<file path="src/rtl/out_bank_serializer_pkg.sv">
// Shared constants and types for the output bank serializer.
// Channel count is fixed; enable and index widths follow from it.
package out_bank_serializer_pkg;

   localparam int NCH  = 32;
   localparam int CH_W = 5;

   // The controller encodes a slot-31 write as all enables set.
   localparam logic [NCH-1:0] ENABLE_ALL_ONES = 32'hFFFF_FFFF;

   typedef enum logic {
      IDLE,
      STREAM
   } state_t;

   // Turns a controller enable word into the set of slots written.
   function automatic logic [NCH-1:0] decode_enable(
      input logic [NCH-1:0] en
   );
      logic [NCH-1:0] wr;
      wr = en;
      if (en == ENABLE_ALL_ONES) begin
         wr = '0;
         wr[NCH-1] = 1'b1;
      end
      return wr;
   endfunction

endpackage

</file>
<file path="src/rtl/out_bank_serializer_bank_regfile.sv">
// Capture bank for the per-channel results, with a combinational
// view that already includes this cycle's writes for the commit.
module out_bank_serializer_bank_regfile
   import out_bank_serializer_pkg::*;
#(
   parameter int DW = 32
) (
   input  logic                     clk,
   input  logic                     rst_n,
   input  logic [DW-1:0]            sum,
   input  logic [NCH-1:0]           en,
   output logic [NCH-1:0][DW-1:0]   fwd
);

   logic [NCH-1:0]          wr;
   logic [NCH-1:0][DW-1:0]  cap;

   // Slot write mask after the all-ones special case.
   always_comb begin
      wr = decode_enable(en);
   end

   // Capture bank: flagged slots take sum, others hold.
   always_ff @(posedge clk) begin
      if (!rst_n) begin
         cap <= '0;
      end else begin
         for (int i = 0; i < NCH; i++) begin
            if (wr[i]) begin
               cap[i] <= sum;
            end
         end
      end
   end

   // Forward path so a commit sees a same-cycle slot write.
   always_comb begin
      fwd = cap;
      for (int i = 0; i < NCH; i++) begin
         if (wr[i]) begin
            fwd[i] = sum;
         end
      end
   end

endmodule

</file>
<file path="src/rtl/out_bank_serializer.sv">
// Double-buffered result bank: capture under controller enables,
// commit to a shadow bank on frame-done, drain over valid/ready.
module out_bank_serializer
   import out_bank_serializer_pkg::*;
#(
   parameter int DW = 32
) (
   input  logic             clk,
   input  logic             GlobalReset,
   input  logic [DW-1:0]    sum_in,
   input  logic [NCH-1:0]   enableRegControl,
   input  logic             srdyi,
   input  logic             drdy,
   output logic [DW-1:0]    dout,
   output logic [CH_W-1:0]  ch_out,
   output logic             dvalid,
   output logic             busy,
   output logic             ovf,
   output logic [7:0]       frame_cnt
);

   localparam logic [CH_W-1:0] LAST_CH = CH_W'(NCH - 1);

   state_t                  state;
   logic [NCH-1:0][DW-1:0]  shadow;
   logic [NCH-1:0][DW-1:0]  fwd;
   logic [CH_W-1:0]         nxt;
   logic                    last;

   out_bank_serializer_bank_regfile #(
      .DW (DW)
   ) u_bank (
      .clk   (clk),
      .rst_n (GlobalReset),
      .sum   (sum_in),
      .en    (enableRegControl),
      .fwd   (fwd)
   );

   // Next drain index and the final-beat transfer condition.
   always_comb begin
      nxt  = ch_out + CH_W'(1);
      last = (state == STREAM) && drdy && (ch_out == LAST_CH);
   end

   // Commit/drain FSM with registered stream outputs.
   always_ff @(posedge clk) begin
      if (!GlobalReset) begin
         state     <= IDLE;
         shadow    <= '0;
         dout      <= '0;
         ch_out    <= '0;
         dvalid    <= 1'b0;
         busy      <= 1'b0;
         ovf       <= 1'b0;
         frame_cnt <= '0;
      end else begin
         unique case (state)
            IDLE: begin
               if (srdyi) begin
                  shadow <= fwd;
                  dout   <= fwd[0];
                  ch_out <= '0;
                  dvalid <= 1'b1;
                  busy   <= 1'b1;
                  state  <= STREAM;
               end
            end
            STREAM: begin
               // A commit is only accepted on the final transfer.
               if (srdyi && !last) begin
                  ovf <= 1'b1;
               end
               if (drdy) begin
                  if (ch_out == LAST_CH) begin
                     frame_cnt <= frame_cnt + 8'd1;
                     ch_out    <= '0;
                     if (srdyi) begin
                        shadow <= fwd;
                        dout   <= fwd[0];
                     end else begin
                        dvalid <= 1'b0;
                        busy   <= 1'b0;
                        state  <= IDLE;
                     end
                  end else begin
                     ch_out <= nxt;
                     dout   <= shadow[nxt];
                  end
               end
            end
            default: begin
               state <= IDLE;
            end
         endcase
      end
   end

endmodule

</file>
<file path="config.mk">
export PLATFORM = sky130hd
export DESIGN_NAME = out_bank_serializer
export DESIGN_NICKNAME = d
export VERILOG_FILES = /design/src/rtl/out_bank_serializer_pkg.sv /design/src/rtl/out_bank_serializer_bank_regfile.sv /design/src/rtl/out_bank_serializer.sv
export SDC_FILE = /design/constraint.sdc
export NUM_CORES = 2
export LEC_CHECK = 0
export BUFFER_PORTS_ARGS = -buffer_cell sky130_fd_sc_hd__buf_2
export CORE_MARGIN = 5
export CORE_UTILIZATION = 35
export DETAILED_ROUTE_END_ITERATION = 16
export GPL_TIMING_DRIVEN = 0
export PLACE_DENSITY_LB_ADDON = 0.2
export RECOVER_POWER = 25
export SLEW_MARGIN = 20
export SYNTH_ARGS = -nofsm -noshare
export SYNTH_HDL_FRONTEND = slang
export SYNTH_HIERARCHICAL = 1
export SYNTH_SLANG_ARGS = --single-unit
</file>
<file path="constraint.sdc">
create_clock -name clk -period 6.45 [get_ports clk]
set_input_delay 0.3225 -clock clk [delete_from_list [all_inputs] [get_ports clk]]
set_output_delay 0.3225 -clock clk [all_outputs]
set_load 0.02 [all_outputs]
</file>
# After elaboration in Yosys (flattened, before gate mapping)
# Index checks and enable logic that the tools add are counted.
# word_totals
reg_bits	2096
inputBits	68
out_inout_bits	48
wordCells	145
# classes
add_sub_neg	2
n_lt_le_gt_ge	1
eq_ne	6
n_mux	56
bitwise	1
reduce_logical	9
# ops
op	count
1024-bit 2-to-1 mux	3
1024-bit one-hot mux with 2 select lines	1
32-bit 2-to-1 mux	37
32-bit binary-select mux with 5-bit select	1
32-bit one-hot mux with 2 select lines	1
32-bit equality test, second input constant	1
5-bit 2-to-1 mux	3
5-bit one-hot mux with 2 select lines	1
8-bit by 1-bit adder with 8-bit output, second input constant	1
1-bit 2-to-1 mux	7
5-bit by 6-bit less-than comparator with 1-bit output, second input constant	1
2-bit != test, second input constant	3
2-bit AND reduction	3
5-bit by 1-bit adder with 5-bit output, second input constant	1
5-bit equality test, second input constant	1
1-bit one-hot mux with 2 select lines	2
4-bit AND reduction	1
1-bit logical AND	3
3-bit AND reduction	1
2-bit by 1-bit != test with 1-bit output, second input constant	1
1-bit zero test	1
1-bit NOT	1

# Depth between registers and ports, before layout
# logic_depth
depth_word	7
ltp_mapped	11
ltp_nobuf	8

# Cells and area by module
# The synthesis kept the hierarchy.
# modules_own_cells
mod	n_inst	cells_per_inst	area_per_inst_um2	seq_area_each_um2
out_bank_serializer_bank_regfile	1	4673	49175.9	20499.7
out_bank_serializer	1	5423	48037.3	21460.6

# Worst setup path after synthesis
# Ideal clock, no wire load.
# synth_path
kind	register -> register
start	register ch_out[1]
end	register shadow[838] (netlist name)
setup_ns	0.076
t_arrival_ns	2.303
required_time_ns	6.374
slack_ns	4.072
path_stages_with_launch	12
n_path_buf	4
period_less_slack_ns	2.378
path_cell_list	dfxtp_1 ha_1 and3_1 ha_1 a21boi_0 nor2b_1 buf_2 buf_2 buf_2 clkbuf_1 nand2_1 a21boi_0
# synth_via
elab_chain_cells	3
# synth_lines
item	line_no	source
from (decl)	out_bank_serializer.sv:15	output logic [CH_W-1:0] ch_out,
from (signal assigned)	out_bank_serializer.sv:87	ch_out <= nxt;
5-bit equality test	out_bank_serializer.sv:75	if (ch_out == LAST_CH) begin
2-bit by 1-bit != test with 1-bit output (no source line)	n/a	
2-bit AND reduction (no source line)	n/a	
to (signal assigned)	out_bank_serializer.sv:61	shadow <= fwd;
to (signal assigned)	out_bank_serializer.sv:79	shadow <= fwd;
to (decl)	out_bank_serializer.sv:25	logic [NCH-1:0][DW-1:0] shadow;
# No other way between the ends.
# A chain may end at the register's enable or synchronous reset.

# Final worst setup path
# layout_path
start	register ch_out[1]
end	register dout[10]
# layout_via
elab_chain_cells	6
elab_cells_between_ends	7
classes_between	add/sub: 1; eq/ne: 1; mux: 5
# layout_lines
item	line_no	source
5-bit by 1-bit adder with 5-bit output	out_bank_serializer.sv:42	nxt = ch_out + CH_W'(1);
32-bit binary-select mux with 5-bit select	out_bank_serializer.sv:88	dout <= shadow[nxt];
32-bit 2-to-1 mux (not written as such)	out_bank_serializer.sv:88	
32-bit 2-to-1 mux (*)	out_bank_serializer.sv:75	
32-bit 2-to-1 mux (*)	out_bank_serializer.sv:74	if (drdy) begin
32-bit one-hot mux with 2 select lines (*)	out_bank_serializer.sv:58	unique case (state)
to (signal assigned)	out_bank_serializer.sv:62	dout <= fwd[0];
to (signal assigned)	out_bank_serializer.sv:80	dout <= fwd[0];
to (signal assigned)	out_bank_serializer.sv:88	
to (decl)	out_bank_serializer.sv:14	output logic [DW-1:0] dout,
# Every way passes the cells marked *; elsewhere a longest branch is shown, timed or not. The select of a mux whose other input is x is not followed.

==> impl_metrics.csv <==
group,metric,value,unit
placed_design,placed_cells,13960,
timing,min_period,5.340,ns
timing,setup_ws,1.110,ns
floorplanning,dieArea,0.2884,sq mm
critical_path,reg2reg_to,"dout[10]",
run_status,status,"finished with violations",
timing,period_share,82.78,%
grt,antenna_found_initial,64,
logic_synthesis,synth-simple-area-share,14.42,%
logic_synthesis,yosys_warnings,6,
critical_path,cp-end-kind,"flop",
floorplanning,core_area,0.2765,sq mm
timing,slew_headroom,-14.93,%
critical_path,rr_worst_depth,9,
timing,grt_setup_unrepaired,"no",
logic_synthesis,synth_common_cells,"nand2_1 (3303), dfxtp_1 (2096), a21boi_0 (1028)",
clock_tree,htree_levels,4,
critical_path,slowest_delay,0.85,ns
run_status,violations,"max-capacitance violations, max-slew violations",
grt,track_usage,28.71,%
clock_tree,post_cts_buffers,0,
floorplanning,die_width,537.0,um
finish,layout.cells.non_filler,14430,
clock_tree,cts_made_buffers,224,
logic_synthesis,synth_top_area_share,43.16,%
power_and_ir_drop,p_seq_share,45.1,%
logic_synthesis,synth_top_family_by_area,"multiplexers",
logic_synthesis,synth_fa_ha_area_share,0.03861,%
power_and_ir_drop,internal_power,0.02271,W
finish,fin_area,0.1109,sq mm
logic_synthesis,synth_most_common_cell,"nand2_1",
detailed_routing,m1WireLength,179200,um
logic_synthesis,synth_xor_xnor_area_share,0.09910,%
clock_tree,holdBufCountCts,19,
placed_design,io_buffer_count,113,
min_path,holdPathEnd,"u_bank/cap[44]",
floorplanning,start_util,35.16,%
detailed_routing,avgRoutedWirePerCell,29.61,um
detailed_routing,route.met2.wl,181800,um
logic_synthesis,synth_compound_area_share,8.946,%
clock_tree,cts_resized,0,
critical_path,worstReg2RegStart,"ch_out[1]",
floorplanning,die_y,537.0,um
power_and_ir_drop,leakage,42.45,nW
critical_path,path_cells,"ha_1 -> and3_1 -> ha_1 -> clkbuf_2 -> clkbuf_1 -> clkbuf_1 -> nand4_1 -> nand4b_1 -> a31oi_1",
critical_path,path_buf_inv,3,
critical_path,cp_max_fo,10,
detailed_routing,viasPerCell,5.446,
flow_run,max_cap_violations,1,
placed_design,post-place-ws,1.898,ns
critical_path,slowest_stage,"clkbuf_1",
floorplanning,rows,193,
logic_synthesis,netlist_instances,10100,
grt,grt_max_degree,17,
power_and_ir_drop,pwr_density_cell,283.6,mW/mm^2
detailed_routing,via_count,78580,
timing,setup_viol,0,
grt,grt_pass1_wl,585600,um
logic_synthesis,synthesis.area,0.09721,sq mm
min_path,min_from,"sum_in[12]",
grt,overflow,0,
detailed_routing,dr.pass1.iters,7,
clock_tree,clock_latency,0.91,ns
logic_synthesis,yosysSeqAreaShare,43.16,%
critical_path,regToRegSetupSlack,1.11,ns
placed_design,gp_congestion,1.133,
finish,areaGrowthSynthToFinish,14.06,%
timing,max_freq,187.3,MHz
floorplanning,ios,116,
timing,worst_pin_slew,1.724,ns
detailed_routing,drt-initial-drc-count,8261,
logic_synthesis,yosys-top-cells-area,"dfxtp_1 (43%), nand2_1 (13%), mux2_2 (11%)",
placed_design,dpl_cell_area,0.1036,sq mm
detailed_routing,top_layer,"met5",
power_and_ir_drop,p_sw_share,27.79,%
critical_path,arrival,6.11,ns
detailed_routing,postRouteAntennaNets,0,
detailed_routing,wl,427300,um
power_and_ir_drop,combPwrFrac,13.2,%
grt,grt_pass1_vias,75260,
placed_design,place_hpwl,321100,um
logic_synthesis,dominantRegCellSynth,"dfxtp_1",
logic_synthesis,synth_fp_nets,10170,
clock_tree,cts_tree,"yes",
critical_path,start_kind,"flop",
power_and_ir_drop,netSwitchingPower,0.008740,W
critical_path,crit_required,7.22,ns
timing,skew,0.04868,ns
min_path,hold_path_depth,3,
clock_tree,clock_sinks,2096,
critical_path,crit_family,"buffers and inverters",
clock_tree,cts.clk_slew.worst_paths,0.06,ns
power_and_ir_drop,vdd_ir_drop_max,0.2241,mV
logic_synthesis,ys_ff_latch,2096,
logic_synthesis,synth_edf_count,0,
critical_path,crit_type,"reg2reg",
logic_synthesis,yosysTopAreaCell,"dfxtp_1",
finish,drive_gt1_share,20.51,%
timing,finalMaxSlewViolations,10,
detailed_routing,wl_met3,35770,um
detailed_routing,post-route-drc-count,0,
timing,hold_viol_final,0,
min_path,hp-class,"in2reg",
clock_tree,clockRootBuffer,"clkbuf_16",
logic_synthesis,synth_cell_types,39,
clock_tree,cts_buffer_depth,3,
finish,nNetsFinal,10570,
logic_synthesis,muxShareOfSynthArea,28.08,%
logic_synthesis,synthArstFlopShare,0,%
logic_synthesis,syn_avg_cell_area,9.629,sq um
power_and_ir_drop,p_clk_share,41.7,%
timing,setup_tns,0,ns
[per-layer routing]
metal  vias to the layer above  track usage [%]
met5                         -                0
met4                        10            18.05
met3                       832            6.420
met2                      3411            42.94
met1                     39160            37.53
li1                      35170                -
[logic make-up after synthesis]
family                     after synthesis
adders and majority gates                3
muxes                                 2272
xor gates and xnor gates                11
and+or+nand+nor                       3538
buffers and inverters                 1011
AOI/OAI and AO/OA                     1165
DFF                                   2096
[power groups by stage]
stage                     Clock [W]  Sequential (W)  Combinational, W
after global placement            0          0.0144           0.00396
final                        0.0131          0.0142           0.00416
after floorplan                   0          0.0142           0.00254
after global routing         0.0138          0.0142           0.00436
after detailed placement          0          0.0144           0.00407
after CTS                    0.0133          0.0141           0.00410
[stage by stage]
stage / hold WS [ns] / power [W] / utilization (%)
floorplan: 0.4306 / 0.01677 / -
global placement: 0.4404 / 0.01836 / 37.04
CTS: 0.01057 / 0.03151 / 40.19
finish: 0.07779 / 0.03145 / 40.10
detailed placement: 0.4463 / 0.01850 / 37.46
global route: 0.05776 / 0.03237 / 40.07
[sequential cells by signal (all words and copies together) (netlist names)]
signal      count
busy            1
u_bank/cap   1024
ovf             1
dout           32
shadow       1024
ch_out          5
state           1
frame_cnt       8
[how the worst max path moves through the flow]
| stage | startpoint | end | cells past startpoint |
|---|---|---|---|
| 2_1_floorplan | ch_out[1] | shadow[838] | 11 |
| 3_3_place_gp | ch_out[1] | dout[14] | 8 |
| 3_5_place_dp | ch_out[1] | dout[3] | 9 |
| 4_1_cts | ch_out[1] | dout[3] | 9 |
| 5_1_grt | ch_out[1] | dout[1] | 9 |
| 6_report | ch_out[1] | dout[10] | 9 |
[tightest hold or removal path, cell delays in order]
cell and delay [ns]:
buf_2 0.25, nand2_1 0.25, mux2i_1 0.11
[final cells by class]
cell class                 count  area, sq um
tap                         3705         4636
clock buffer                 340         6605
multi-input combinational   6989        50330
buffer                      1011         4989
antenna                       43        107.6
timing repair buffer         179         1509
clock inverter                67        743.2
sequential                  2096        41960
fill                       27470       165600
[cell usage in the layout (no fill, tap or decap), drive strengths merged, types with 2 or more instances in the layout]
cell type	synthesis	layout
a2111oi	32	32
a21boi	1028	1028
a21oi	2	2
a31oi	32	32
and2	73	73
and3	3	3
buf	445	468
bufinv	0	11
clkbuf	566	1042
clkinv	0	46
clkinvlp	0	4
dfxtp	2096	2096
diode	0	43
dlygate4sd3	0	19
ha	3	3
inv	0	6
mux2	1024	1024
mux2i	992	992
mux4	256	256
nand2	3303	3303
nand2b	2	2
nand3	5	5
nand4	74	74
nand4b	65	65
nor2	4	4
nor2b	6	6
o21a	2	2
o21ai	34	34
o221ai	32	32
or4	2	2
xnor2	8	8
xor2	3	3
No activity file was read; power rests on OpenSTA's default activity.
